<file path="src/rtl/ex_mem_pkg.sv">
// Shared widths and constants for the EX/MEM pipeline register.
// Also holds the decode of the global stall vector for this stage boundary.
package ex_mem_pkg;

  localparam int REG_BUS        = 32;
  localparam int REG_ADDR_BUS   = 5;
  localparam int ALU_OP_BUS     = 8;
  localparam int DOUBLE_REG_BUS = 64;
  localparam int STALL_BUS      = 6;

  localparam logic [REG_BUS-1:0]        ZERO_WORD   = '0;
  localparam logic [DOUBLE_REG_BUS-1:0] ZERO_DWORD  = '0;
  localparam logic                      RST_ENABLE  = 1'b1;
  localparam logic [ALU_OP_BUS-1:0]     EXE_NOP_OP  = 8'h00;

  // Bit positions in the global stall vector
  localparam int EX_STALL  = 3;
  localparam int MEM_STALL = 4;

  // What the EX/MEM register does on an edge, given the stall vector.
  typedef enum logic [1:0] {
    ACT_ADVANCE = 2'd0,  // execute running: capture ex_* into mem_*
    ACT_BUBBLE  = 2'd1,  // execute stalled, memory running: insert NOP
    ACT_HOLD    = 2'd2   // both stalled: keep everything
  } stage_act_e;

  // Stall decode. The stall controller never raises MEM without EX;
  // if it ever did, execute is not stalled, so the register advances.
  function automatic stage_act_e stage_act(input logic [STALL_BUS-1:0] stall);
    stage_act_e act;
    if (!stall[EX_STALL])      act = ACT_ADVANCE;
    else if (!stall[MEM_STALL]) act = ACT_BUBBLE;
    else                        act = ACT_HOLD;
    return act;
  endfunction

endpackage

</file>
<file path="src/rtl/ex_mem.sv">
// EX/MEM pipeline register. Carries the execute result to the memory
// stage one cycle later and keeps the multiply-accumulate partial product
// and cycle count alive across an execute-only stall so execute can finish
// madd/maddu/msub/msubu on the second cycle. Every output is a flop.
module ex_mem
  import ex_mem_pkg::*;
(
  input  logic                      clk,
  input  logic                      rst,
  input  logic [STALL_BUS-1:0]      stall,
  input  logic                      flush,
  input  logic [REG_ADDR_BUS-1:0]   ex_wd,
  input  logic                      ex_wreg,
  input  logic [REG_BUS-1:0]        ex_wdata,
  input  logic                      ex_whilo,
  input  logic [REG_BUS-1:0]        ex_hi,
  input  logic [REG_BUS-1:0]        ex_lo,
  input  logic [ALU_OP_BUS-1:0]     ex_aluop,
  input  logic [REG_BUS-1:0]        ex_mem_addr,
  input  logic [REG_BUS-1:0]        ex_reg2,
  input  logic [DOUBLE_REG_BUS-1:0] hilo_i,
  input  logic [1:0]                cnt_i,
  output logic [REG_ADDR_BUS-1:0]   mem_wd,
  output logic                      mem_wreg,
  output logic [REG_BUS-1:0]        mem_wdata,
  output logic                      mem_whilo,
  output logic [REG_BUS-1:0]        mem_hi,
  output logic [REG_BUS-1:0]        mem_lo,
  output logic [ALU_OP_BUS-1:0]     mem_aluop,
  output logic [REG_BUS-1:0]        mem_mem_addr,
  output logic [REG_BUS-1:0]        mem_reg2,
  output logic [DOUBLE_REG_BUS-1:0] hilo_o,
  output logic [1:0]                cnt_o
);

  // Stall handshake: a stage advances only when its stall bit is low.
  // stall[EX_STALL] high with stall[MEM_STALL] low means memory drains
  // while execute repeats, so a NOP bubble must enter memory. Both high
  // means the whole back end freezes.
  stage_act_e act;
  assign act = stage_act(stall);

  // Pipeline register: reset, then flush, then stall-dependent update
  always_ff @(posedge clk) begin
    if (rst == RST_ENABLE || flush) begin
      mem_wd       <= '0;
      mem_wreg     <= 1'b0;
      mem_wdata    <= ZERO_WORD;
      mem_whilo    <= 1'b0;
      mem_hi       <= ZERO_WORD;
      mem_lo       <= ZERO_WORD;
      mem_aluop    <= EXE_NOP_OP;
      mem_mem_addr <= ZERO_WORD;
      mem_reg2     <= ZERO_WORD;
      hilo_o       <= ZERO_DWORD;
      cnt_o        <= 2'b00;
    end else begin
      case (act)
        ACT_BUBBLE: begin
          mem_wd       <= '0;
          mem_wreg     <= 1'b0;
          mem_wdata    <= ZERO_WORD;
          mem_whilo    <= 1'b0;
          mem_hi       <= ZERO_WORD;
          mem_lo       <= ZERO_WORD;
          mem_aluop    <= EXE_NOP_OP;
          mem_mem_addr <= ZERO_WORD;
          mem_reg2     <= ZERO_WORD;
          // partial product and count loop back to execute
          hilo_o       <= hilo_i;
          cnt_o        <= cnt_i;
        end
        ACT_ADVANCE: begin
          mem_wd       <= ex_wd;
          mem_wreg     <= ex_wreg;
          mem_wdata    <= ex_wdata;
          mem_whilo    <= ex_whilo;
          mem_hi       <= ex_hi;
          mem_lo       <= ex_lo;
          mem_aluop    <= ex_aluop;
          mem_mem_addr <= ex_mem_addr;
          mem_reg2     <= ex_reg2;
          // instruction leaves execute: accumulate state is consumed
          hilo_o       <= ZERO_DWORD;
          cnt_o        <= 2'b00;
        end
        default: ; // ACT_HOLD: every register keeps its value
      endcase
    end
  end

endmodule

</file>
<file path="config.mk">
export PLATFORM = sky130hd
export DESIGN_NAME = ex_mem
export DESIGN_NICKNAME = d
export VERILOG_FILES = /design/src/rtl/ex_mem_pkg.sv /design/src/rtl/ex_mem.sv
export SDC_FILE = /design/constraint.sdc
export NUM_CORES = 1
export LEC_CHECK = 0
export BUFFER_PORTS_ARGS = -buffer_cell sky130_fd_sc_hd__buf_2
export CAP_MARGIN = 20
export CORE_AREA = 2 2 190 192
export CTS_BUF_LIST = sky130_fd_sc_hd__clkbuf_8
export DETAILED_ROUTE_END_ITERATION = 10
export DIE_AREA = 0 0 192 194
export PLACE_DENSITY_LB_ADDON = 0.3
export SLEW_MARGIN = 20
export SYNTH_ARGS = -nofsm -noshare
export SYNTH_HDL_FRONTEND = slang
export SYNTH_SLANG_ARGS = --single-unit
</file>
<file path="constraint.sdc">
create_clock -name clk -period 1.9 [get_ports clk]
set_input_delay 0.095 -clock clk [delete_from_list [all_inputs] [get_ports clk]]
set_output_delay 0.095 -clock clk [all_outputs]
set_load 0.01 [all_outputs]
</file>
* Word-level counts from Yosys, hierarchy flattened
Index checks and enable logic that the tools add are counted.
W data, S select, Z words.
** Operators by class
- Equality and inequality tests :: 1
- Multiplexer cells :: 13
- Reduce and logical (&&, ||, !) cells :: 3
** Operators by type and width (number)
- $pmux W32 S2 :: 5
- $pmux W64 S2 :: 1
- $pmux W8 S2 :: 1
- $pmux W5 S2 :: 1
- $mux W2 :: 2
- $pmux W1 S2 :: 2
- $pmux W2 S2 :: 1
- $eq A2 B1 Y1 const B :: 1
- $logic_not A2 Y1 :: 1
- $reduce_bool A2 Y1 :: 1
- $logic_or A1 B1 Y1 :: 1
** Word-level totals
- Register bits :: 241
- Input port bits :: 250
- Output and inout bits :: 241
- Logic and storage cells :: 28

* Depth between registers and ports, before layout
Gate-level depths: netlist of the first run.
- Depth after elaboration :: 4
- Mapped depth :: 6
- Depth with buffers taken out :: 2

* Worst setup path after synthesis of the first run
No wires, ideal clock.
- Kind :: input -> register
- From :: in stall[3]
- To :: reg hilo_o[38]
- Library setup time :: 0.065 ns
- Data arrival time :: 0.971 ns
- Data required time :: 1.835 ns
- Path slack :: 0.864 ns
- Stages on the path :: 5
- Buffers on the path :: 3
- Cell sequence :: buf_4 > or3b_1 > buf_4 > buf_6 > nor2_1
** On the way
- Longest elaborated chain between the ends :: 3
- Elaborated cells on any way between the ends :: 5
- Classes of those cells :: eq/ne (1); mux (2); reduce/logical (2)
** Ends and longest elaborated chain
- from (decl) :: RTL line ex_mem.sv:10 : input logic [STALL_BUS-1:0] stall,
- $mux W2 (*) :: RTL line ex_mem_pkg.sv:31 : if (!stall[EX_STALL]) act = ACT_ADVANCE;
- $eq A2 B1 Y1 / $logic_not A2 Y1 (equally long branches) :: RTL line ex_mem.sv:58 : case (act)
- $pmux W64 S2 / $reduce_bool A2 Y1 (equally long branches)
- to (signal assigned) :: RTL line ex_mem.sv:70 : hilo_o <= hilo_i;
- to (decl) :: RTL line ex_mem.sv:32 : output logic [DOUBLE_REG_BUS-1:0] hilo_o,
Mark *: on every way between the ends. The rest lies on a longest branch, timed or not.
A chain may end at the register's enable or synchronous reset.

* Worst setup path after layout of the first run
- From :: reg hilo_o[2]
- To :: out hilo_o[2]
No word-level cell between the ends.

==> out/qor.log, run 1 <==
[flow_run] max-cap viol count 0
[finish] leading cell types in the layout, fill and taps excluded 484 x buf_2, 241 x dfxtp_1, 241 x dlygate4sd3_1
[worst_setup_path] number of cells on the worst reg-to-reg path 2
[grt] pin count of the biggest net entering global routing 110
[worst_setup_path] critical-path cell list buf_2
[logic_synthesis] share of the synthesized area in the top cell type 0.535
[worst_setup_path] crit path launch type register
[clock_network] number of buffers inserted during clock tree synthesis 44
[place] post-detail-place hpwl 20.3 mm
[sta] setup repair after global routing missed its margin false
[detailed_routing] routed via count 9643
[outcome] status completed
[pwr] PwrDens 774 mW/mm^2
[floorplanning] number of rows created at floorplan 69
[worst_setup_path] R2R setup slack 1.17 ns
[logic_synthesis] dominant cell type by area after synthesis dfxtp_1
[grt] antenna violations before repair 0
[sta] number of failing hold endpoints at the final stage 0
[finish] Final #Nets 1944
[logic_synthesis] post-synthesis area per instance 9.09 um^2
[detailed_routing] number of DRC violations after detailed routing 0
[finish] most frequent standard cell in the layout excluding fill and tap cells buf_2
[pwr] leakage power total 7.01 nW
[detailed_routing] average wire per standard cell 14.5 um
[finish] P&R area growth vs syn 68.3%
[place] placed insts 1868
[worst_setup_path] maximum single-stage delay on the critical path 0.42 ns
[clock_network] TritonCTS clock tree yes
[clock_network] clock tree sinks 241
[sta] worst max-slew margin expressed relative to the limit 0.534
[worst_setup_path] Top delay family on crit path flip-flops
[logic_synthesis] Cells after Synth 993
[clock_network] root buffer selected by CTS clkbuf_8
[sta] transition time at the pin with the least slew margin 0.699 ns
[grt] global-route wire length before repair 48.1 mm
[sta] max-slew violations 0
[sta] final cycle utilization of the critical path 0.661
[clock_network] insertion delay to the later sink of the worst-skew pair 0.56 ns
[floorplanning] count of pins on the block boundary 491
[grt] Total Routing Usage GR 0.161
[sta] final clock skew 0 ns
[logic_synthesis] syn nets 1243
[sta] Highest Clock Rate 796 MHz
[pwr] PnR Total Power 0.0117 W
[min_path] path type of the worst min-delay path input pin to register
[worst_setup_path] crit end category primary output
[sta] worst hold slack across all endpoints 0.0803 ns
[finish] share of cells above drive strength 1 0.331
[worst_setup_path] required time worst endpoint 1.80 ns
[worst_setup_path] CP max FO 2
[logic_synthesis] distinct cell type count after synthesis 13
[worst_setup_path] crit path DAT 1.16 ns
[floorplanning] full die area 0.0372 mm^2
[place] number of buffers added on ports 486
[grt] number of global-route vias before repair 9544
[detailed_routing] number of DRC violations after detailed-routing iteration 0 373
[logic_synthesis] sequential element share of the synthesized area 0.535
[worst_setup_path] endpoint of the most critical register-to-register path hilo_o[47]
[worst_setup_path] worst reg2reg startpoint hilo_o[47]
[finish] Finished Layout Cells 2188
[grt] global route total overflow 0
[place] worst setup slack before clock tree synthesis 0.570 ns
[logic_synthesis] Area contributors post-synth dfxtp_1 53%, nand2b_1 12%, a21oi_1 9.7%
[clock_network] maximum clock path buffer count 3
[detailed_routing] first-pass iteration count of the detailed router 4
[pwr] maximum ir drop on the vdd rail 0.000656 V
[detailed_routing] average vias per placed instance 4.41
[worst_setup_path] total number of cells along the worst setup path 1
[floorplanning] die width 192 um
[floorplanning] chip height 194 um
[floorplanning] Core Box Area 0.0352 mm^2
[clock_network] cells resized by post-CTS repair 0
[detailed_routing] total wire length 31.7 mm
[logic_synthesis] Yosys warning count 0
[floorplanning] Initial Utilization 0.256
[clock_network] post-CTS clock slew at the launch and capture registers of the worst setup and hold paths 0.06 ns
[detailed_routing] Antenna Nets Post-Route 0
[worst_setup_path] critical path class register to primary output
[worst_setup_path] Buf/Inv on CP 1
[sta] Final Worst Setup Slack 0.644 ns
[logic_synthesis] post-synthesis sequential element count 241
[min_path] beginning of the worst hold path rst
[min_path] worst hold path stage count 3
[logic_synthesis] mapped cell area 0.00902 mm^2
[sta] shortest period the worst path allows 1.26 ns
[min_path] WHS Endpoint mem_reg2[2]
[place] final weighted congestion of routability-driven global placement 0.848
[sta] setup TNS 0 ns
[worst_setup_path] CP max stage cell dfxtp_1
[finish] n_diodes 0
[clock_network] H-Tree Level Count 2
[sta] total setup violations reported at the end of the flow 0
==> metal layers <==
metal / part of all wire / global-route usage / vias up
met4: 0.036 / 0.0789 / 0
met5: 0 / 0 / -
li1: - / - / 4748
met1: 0.39 / 0.172 / 4428
met3: 0.082 / 0.0454 / 80
met2: 0.49 / 0.289 / 387
==> what timing repair did <==
item                      in CTS  in global routing
buffers inserted               0                  0
hold buffers                 241                  0
hold endpoints to repair     241                  0
==> worst max-delay path by stage <==
| stage | startpoint | end |
|---|---|---|
| after floorplan | stall[3] | hilo_o[38] |
| after global placement | stall[3] | mem_hi[26] |
| after detailed placement | stall[3] | mem_hi[15] |
| after CTS | hilo_o[2] | hilo_o[2] |
| after global routing | cnt_o[0] | cnt_o[0] |
| final | hilo_o[2] | hilo_o[2] |
==> metrics by stage <==
stage               utilization  area [um^2]
floorplan                     -         9020
global placement          0.337        11900
detailed placement        0.337        11900
CTS                       0.431        15200
global route              0.431        15200
finish                    0.431        15200
==> where the power goes <==
| part | leakage, nW | internal, W | switching (W) | total, W |
|---|---|---|---|---|
| logic | 4.53 | 0.000836 | 0.000687 | 0.00152 |
| clock network | 0.523 | 0.00281 | 0.00216 | 0.00497 |
| registers | 1.96 | 0.00519 | 0.0000658 | 0.00526 |
| total | 7.01 | 0.00884 | 0.00291 | 0.0117 |
==> sequential cells by signal (all words and copies together) (netlist names) <==
signal        count
cnt_o             2
hilo_o           64
mem_aluop         8
mem_hi           32
mem_lo           32
mem_mem_addr     32
mem_reg2         32
mem_wd            5
mem_wdata        32
mem_whilo         1
mem_wreg          1
==> cell type report <==
cell class	instances	area (um^2)
fillers	3388	20000
clock buffers	57	785
clock inverters	22	119
flip-flops and latches	241	4820
repair buffers	748	5110
multi-input cells	659	3770
well taps	461	577
==> kinds of logic after synthesis <==
kind of cell,share of synthesized area
AND/OR/NAND/NOR,0.248
flip-flops,0.535
AO/OA/AOI/OAI,0.0971
buffers and inverters,0.0474
multiplexers,0.0732
==> synth_stat cells <==
cell and instances:
buf_6 4, or2_2 1, a21oi_1 175, or3b_1 1, buf_2 30, nor2_1 66
nand3_1 175, buf_4 3, buf_1 4, mux2i_1 66, dfxtp_1 241, clkbuf_1 52
nand2b_1 175
Power figures use the tool's default switching activity.
==> run 2: changes to the inputs <==
Clock period 1.9 ns to 1.2 ns, I/O delays scaled along.
==> run 2 against run 1 <==
  * The run now ends with hold timing left
  * First-iteration DRC count down 7.5%
  * Clock power grew 62%
  * Clock skew stayed put
  * Hold slack got worse by 0.12 ns
  * Setup slack lost 0.62 ns
  * Largest cell class unchanged
  * Largest power group unchanged
==> out/qor.log, run 2 (synthesized netlist as in run 1, its figures left out) <==
[outcome] status complete, but fails checks
[outcome] failing checks hold timing
[detailed_routing] routed via count 9832 [+2.0%]
[pwr] Flop pwr share 0.440 [-0.007]
[detailed_routing] total wire length 32.7 mm [+3.0%]
[sta] Highest Clock Rate 853 MHz
[finish] n_diodes 0 [unchanged]
[grt] global route total overflow 0 [unchanged]
[sta] final cycle utilization of the critical path 0.977
[worst_setup_path] required time worst endpoint 1.71 ns [-0.09 ns]
[finish] most frequent standard cell in the layout excluding fill and tap cells buf_2
[worst_setup_path] crit path DAT 1.69 ns [+0.53 ns]
[place] post-detail-place hpwl 20.8 mm [+2.3%]
[sta] max-slew violations 0 [unchanged]
[finish] Filler cells 3315 [-2.2%]
[grt] Total Routing Usage GR 0.167 [+0.00599]
[flow_run] max-cap viol count 0 [unchanged]
[sta] total setup violations reported at the end of the flow 0 [unchanged]
[finish] top register by number of flip-flops hilo_o
[grt] pin count of the biggest net entering global routing 67 [-39%]
[sta] number of failing hold endpoints at the final stage 1 [+1]
[pwr] NetSw 0.00460 W [+58%]
[floorplanning] number of rows created at floorplan 69 [unchanged]
[floorplanning] full die area 0.0372 mm^2 [unchanged]
[clock_network] clock tree sinks 241 [unchanged]
[finish] Largest register FFs 64 [unchanged]
[worst_setup_path] critical path class register to register
[grt] antenna violations before repair 0 [unchanged]
[finish] Final #Nets 1977 [+1.7%]
[finish] post-route design area 0.0157 mm^2 [+3.3%]
[finish] P&R area growth vs syn 73.9%
[detailed_routing] number of DRC violations after detailed routing 0 [unchanged]
[place] Cell Area, Placed 0.0120 mm^2 [+0.95%]
[place] final weighted congestion of routability-driven global placement 0.811 [-4.3%]
[sta] worst max-slew margin expressed relative to the limit 0.642 [+0.108]
[detailed_routing] number of DRC violations after detailed-routing iteration 0 345 [-7.5%]
[floorplanning] Core Box Area 0.0352 mm^2 [unchanged]
[detailed_routing] first-pass iteration count of the detailed router 4 [unchanged]
[pwr] leakage power total 7.24 nW [+3.3%]
[worst_setup_path] R2R setup slack 0.03 ns [-1.14 ns]
[place] number of buffers added on ports 486 [unchanged]
[grt] global-route wire length before repair 50.2 mm [+4.3%]
[sta] worst hold slack across all endpoints -0.0372 ns [-0.118 ns]
[clock_network] TritonCTS clock tree yes
[clock_network] insertion delay to the later sink of the worst-skew pair 0.57 ns [about the same]
[pwr] PnR Total Power 0.0189 W [+61%]
[pwr] share of total power in combinational logic 0.134 [+0.004]
[clock_network] maximum clock path buffer count 3 [unchanged]
[floorplanning] die width 192 um [unchanged]
[detailed_routing] average wire per standard cell 14.8 um [+1.7%]
[clock_network] number of buffers inserted during clock tree synthesis 43 [-2.3%]
[clock_network] number of buffers added for setup after CTS 0 [unchanged]
[floorplanning] count of pins on the block boundary 491 [unchanged]
[finish] core utilization of the finished layout 0.445 [+0.0143]
[sta] transition time at the pin with the least slew margin 0.537 ns [-0.162 ns]
[floorplanning] chip height 194 um [unchanged]
[detailed_routing] average vias per placed instance 4.44 [+0.72%]
[worst_setup_path] CP max FO 2 [unchanged]
[min_path] path type of the worst min-delay path input pin to register
[pwr] PwrDens 1210 mW/mm^2 [+56%]
[pwr] proportion of power drawn by the clock network 0.426 [+0.003]
[pwr] cell internal pwr 0.0143 W [+62%]
[sta] setup repair after global routing missed its margin true
[pwr] sw frac 0.243 [-0.00469]
[worst_setup_path] crit end category register
[clock_network] H-Tree Level Count 2 [unchanged]
[worst_setup_path] crit path launch type register
[detailed_routing] Antenna Nets Post-Route 0 [unchanged]
[clock_network] root buffer selected by CTS clkbuf_8
[sta] shortest period the worst path allows 1.17 ns
[finish] share of cells above drive strength 1 0.344 [+0.0132]
[pwr] maximum ir drop on the vdd rail 0.000925 V [+41%]
[sta] final clock skew 0 ns [unchanged]
[finish] leading cell types in the layout, fill and taps excluded 474 x buf_2, 268 x dlygate4sd3_1, 216 x dfxtp_1
[sta] setup TNS 0 ns [unchanged]
[clock_network] post-CTS clock slew at the launch and capture registers of the worst setup and hold paths 0.06 ns [about the same]
[grt] number of global-route vias before repair 9973 [+4.5%]
[floorplanning] Initial Utilization 0.256 [unchanged]
## run 2: cell types whose count changed in the layout (fill, tap and decap cells not counted), moves of 3 or more
cell,previous run,this run
buf_6,0,8
a21oi_2,0,3
inv_1,17,12
dfxtp_2,0,22
dlygate4sd3_1,241,268
buf_12,7,13
dfxtp_1,241,216
dfxtp_4,0,3
buf_2,484,474
clkinv_2,2,5
clkbuf_8,59,53
bufinv_16,1,4
a21oi_1,175,172
## run 2: area by class of cell
type	count	area (um^2)	area share
multi-input combinational	659	3790	0.241
clock buffer	51	702	0.0447
timing repair buffer	782	5570	0.355
sequential	241	4860	0.310
tap	461	577	0.0368
clock inverter	21	190	0.0121
## run 2: power by group through the flow
stage	Clock [W]	Combinational (W)	Sequential, W
final	0.00806	0.00253	0.00832
after global routing	0.00872	0.00274	0.00834
after CTS	0.00839	0.00252	0.00832
after detailed placement	0	0.00182	0.00849
after global placement	0	0.00179	0.00848
after floorplan	0	0.000823	0.00859
## run 2: worst paths after layout
path                   start         endpoint  cells after the start
max             mem_reg2[24]     mem_reg2[24]                      3
min reg2reg  mem_mem_addr[1]  mem_mem_addr[1]                      2
min                 stall[4]       hilo_o[54]                      3
max reg2reg     mem_reg2[24]     mem_reg2[24]                      3
## run 2: timing repair
item,CTS,global route
hold buffers,273,1
setup endpoints to repair,14,29
pin swaps,0,11
endpoints found under the hold margin,241,1
gates resized for setup,22,22
## run 2: routing by layer
metal | routed length (um) | global-route usage | up-vias | share of wire
li1 | - | - | 4815 | -
met1 | 12600 | 0.177 | 4541 | 0.38
met2 | 16400 | 0.299 | 386 | 0.50
met3 | 2470 | 0.0480 | 90 | 0.076
met4 | 1250 | 0.0871 | 0 | 0.038
met5 | 0 | 0 | - | 0
## run 2: critical path: stages (launching register included)
cell and delay [ns]:
dfxtp_1 0.33, nand3_1 0.07, a21oi_1 0.15, dlygate4sd3_1 0.57
## run 2: per-stage QoR
stage | cells | setup WS [ns] | hold slack [ns]
after detailed placement | 1873 | 0.0711 | 0.300
after global placement | 1873 | 0.0861 | 0.287
after global routing | 2215 | -0.0328 | -0.0199
final | 2215 | 0.0277 | -0.0372
after floorplan | 993 | 0.199 | 0.204
after CTS | 2218 | 0.000486 | 0.0165
==> run 3: changes to the inputs <==
Settings changed: ABC_AREA set to 1, CORE_AREA 2 2 190 192 to 2 2 189 191, DIE_AREA 0 0 192 194 to 0 0 191 193.
==> run 3 against run 2 <==
  * Fmax down 4.4%
  * Cell area rose by 5.7%
  * Sequential share of layout area shrank 1.8 points
  * The run ends with setup timing left
  * Combinational power rose by 15%
  * Synthesized cell count increased by 8.9%
==> out/qor.log, run 3 <==
[clock_network] number of buffers inserted during clock tree synthesis 42 [-2.3%]
[detailed_routing] average vias per placed instance 4.70 [+5.9%]
[place] placed insts 1961 [+4.7%]
[place] Cell Area, Placed 0.0128 mm^2 [+7.2%]
[logic_synthesis] post-synthesis sequential element count 241 [unchanged]
[finish] post-route design area 0.0166 mm^2 [+5.7%]
[detailed_routing] Antenna Nets Post-Route 0 [unchanged]
[clock_network] post-CTS clock slew at the launch and capture registers of the worst setup and hold paths 0.07 ns [about the same]
[logic_synthesis] EDFF count, synth 0 [unchanged]
[floorplanning] Initial Utilization 0.287 [+0.0308]
[logic_synthesis] Area contributors post-synth dfxtp_1 48%, a21oi_2 17%, nand3_1 13%
[finish] top register by number of flip-flops hilo_o
[floorplanning] full die area 0.0369 mm^2 [-1.0%]
[clock_network] insertion delay to the later sink of the worst-skew pair 0.54 ns [-0.03 ns]
[floorplanning] Core Box Area 0.0350 mm^2 [-0.74%]
[detailed_routing] first-pass iteration count of the detailed router 5 [+1]
[logic_synthesis] most instantiated flip-flop cell in the synthesis netlist dfxtp_1
[clock_network] H-Tree Level Count 2 [unchanged]
[pwr] maximum ir drop on the vdd rail 0.000767 V [-17%]
[place] worst setup slack before clock tree synthesis 0.149 ns [+0.0780 ns]
[finish] Filler cells 3238 [-2.3%]
[logic_synthesis] fraction of registers with async set or reset after synthesis 0 [unchanged]
[outcome] failing checks setup timing
[min_path] beginning of the worst hold path stall[3]
[place] post-detail-place hpwl 22.4 mm [+7.8%]
[worst_setup_path] endpoint of the most critical register-to-register path mem_wreg
[pwr] sw frac 0.266 [+0.0232]
[sta] total setup violations reported at the end of the flow 1 [+1]
[detailed_routing] average wire per standard cell 16.0 um [+8.3%]
[detailed_routing] number of DRC violations after detailed routing 0 [unchanged]
[sta] max-slew violations 0 [unchanged]
[detailed_routing] total wire length 37.1 mm [+14%]
[clock_network] root buffer selected by CTS clkbuf_8
[finish] Largest register FFs 64 [unchanged]
[sta] shortest period the worst path allows 1.23 ns [+0.0542 ns]
[finish] leading cell types in the layout, fill and taps excluded 483 x buf_2, 290 x dlygate4sd3_1, 256 x nand3_1
[pwr] Flop pwr share 0.453 [+0.013]
[pwr] share of total power in combinational logic 0.157 [+0.023]
[min_path] path type of the worst min-delay path input pin to register
[clock_network] clock tree sinks 241 [unchanged]
[min_path] WHS Endpoint hilo_o[35]
[finish] core utilization of the finished layout 0.474 [+0.0289]
[sta] final cycle utilization of the critical path 1.02 [+0.0451]
[grt] number of global-route vias before repair 10900 [+9.3%]
[detailed_routing] routed via count 10900 [+11%]
[pwr] proportion of power drawn by the clock network 0.390 [-0.036]
[finish] Final #Nets 2085 [+5.5%]
[flow_run] max-cap viol count 0 [unchanged]
[floorplanning] number of rows created at floorplan 69 [unchanged]
[grt] Total Routing Usage GR 0.187 [+0.0200]
[logic_synthesis] dominant cell type by area after synthesis dfxtp_1
[worst_setup_path] crit path DAT 1.71 ns [+0.02 ns]
[sta] Final Worst Setup Slack -0.0265 ns [-0.0542 ns]
[worst_setup_path] critical path class register to register
[finish] P&R area growth vs syn 65.3%
[worst_setup_path] CP max FO 2 [unchanged]
[outcome] status complete, but fails checks
[sta] worst hold slack across all endpoints 0.0265 ns [+0.0637 ns]
[logic_synthesis] post-synthesis area per instance 9.28 um^2 [+2.1%]
[sta] final clock skew 0 ns [unchanged]
[place] final weighted congestion of routability-driven global placement 0.800 [-1.4%]
[logic_synthesis] sequential element share of the synthesized area 0.481 [-0.0538]
[pwr] PwrDens 1110 mW/mm^2 [-7.9%]
[clock_network] TritonCTS clock tree yes
[finish] share of cells above drive strength 1 0.455 [+0.111]
[logic_synthesis] Yosys warning count 0 [unchanged]
[worst_setup_path] crit end category register
[logic_synthesis] top-count cell post-synth nand3_1
[detailed_routing] number of DRC violations after detailed-routing iteration 0 389 [+13%]
[worst_setup_path] R2R setup slack -0.03 ns [-0.05 ns]
[worst_setup_path] crit path launch type register
[pwr] leakage power total 7.04 nW [-2.7%]
[finish] most frequent standard cell in the layout excluding fill and tap cells buf_2
[logic_synthesis] mapped cell area 0.0100 mm^2 [+11%]
[sta] number of failing hold endpoints at the final stage 0 [-1]
[min_path] worst hold path stage count 4 [+1]
[logic_synthesis] share of the synthesized area in the top cell type 0.481 [-0.0538]
[worst_setup_path] worst reg2reg startpoint mem_wreg
[floorplanning] die width 191 um [-0.52%]
[sta] worst max-slew margin expressed relative to the limit 0.630 [-0.0117]
[logic_synthesis] syn nets 1331 [+7.1%]
[worst_setup_path] number of cells on the worst reg-to-reg path 3 [unchanged]
[logic_synthesis] Cells after Synth 1081 [+8.9%]
[clock_network] maximum clock path buffer count 3 [unchanged]
[grt] global-route wire length before repair 56.0 mm [+12%]
[pwr] NetSw 0.00490 W [+6.7%]
[grt] pin count of the biggest net entering global routing 118 [+76%]
[grt] antenna violations before repair 0 [unchanged]
[logic_synthesis] distinct cell type count after synthesis 14 [+1]
[finish] n_diodes 0 [unchanged]
[floorplanning] chip height 193 um [-0.52%]
[floorplanning] count of pins on the block boundary 491 [unchanged]
[logic_synthesis] synth cell count leaders 257 x nand3_1, 241 x dfxtp_1, 190 x a21oi_2, 175 x nand2_1, 51 x a21oi_1
[worst_setup_path] required time worst endpoint 1.69 ns [-0.02 ns]
[place] number of buffers added on ports 486 [unchanged]
[pwr] cell internal pwr 0.0135 W [-5.6%]
[grt] global route total overflow 0 [unchanged]
[sta] transition time at the pin with the least slew margin 0.555 ns [+0.0175 ns]
[sta] Highest Clock Rate 815 MHz [-4.4%]
[finish] Finished Layout Cells 2322 [+4.8%]
## run 3: worst max-delay path by stage
stage / from / end / slack, ns / depth (start not counted)
6_report: mem_wreg / mem_wreg / -0.03 / 3
3_5_place_dp: flush / mem_hi[31] / 0.15 / 5
5_1_grt: mem_wreg / mem_wreg / -0.03 / 3
2_1_floorplan: flush / hilo_o[22] / 0.36 / 5
4_1_cts: mem_mem_addr[18] / mem_mem_addr[18] / 0.002 / 1
3_3_place_gp: flush / mem_hi[31] / 0.17 / 5
## run 3: area by class of cell
cell class	count	area, um^2	share of cell area
clock buffers	52	716	0.0432
clock inverters	18	70.1	0.00422
inverters	2	10.0	0.000604
multi-input cells	724	4390	0.265
flip-flops and latches	241	4840	0.292
well taps	461	577	0.0348
repair buffers	824	5980	0.361
## run 3: worst max-delay path: stages, from the launching register on
cell,delay [ns]
dfxtp_2,0.33
nand3_1,0.11
a21oi_2,0.17
dlygate4sd3_1,0.56
## run 3: per-stage QoR
stage                     total power, W  TNS (ns)
after floorplan                  0.00971         0
after global placement            0.0106         0
after detailed placement          0.0106         0
after CTS                         0.0186         0
after global routing              0.0193   -0.0331
final                             0.0184   -0.0265
## run 3: power groups by stage
stage	clock [W]	sequential, W	combinational [W]
detailed placement	0	0.00850	0.00212
floorplan	0	0.00860	0.00111
CTS	0.00742	0.00833	0.00285
global placement	0	0.00849	0.00212
global route	0.00778	0.00835	0.00312
finish	0.00719	0.00834	0.00290
## run 3: cells by family after synthesis
group | synth area share
and+or+nand+nor | 0.244
DFF | 0.481
AOI/OAI and AO/OA | 0.191
buffers and inverters | 0.0836
## run 3: metal layers
layer,global-route usage,part of all wire,vias to the layer above
li1,-,-,5225
met1,0.216,0.40,5117
met2,0.322,0.49,473
met3,0.0498,0.077,104
met4,0.0909,0.038,0
met5,0,0,-
## run 3: repair_timing
action,CTS,global route
gates resized for setup,2,16
cloned,0,1
setup endpoints to repair,2,14
buffers inserted,0,0
endpoints found under the hold margin,241,6
pin swaps,0,5
hold buffers,291,4
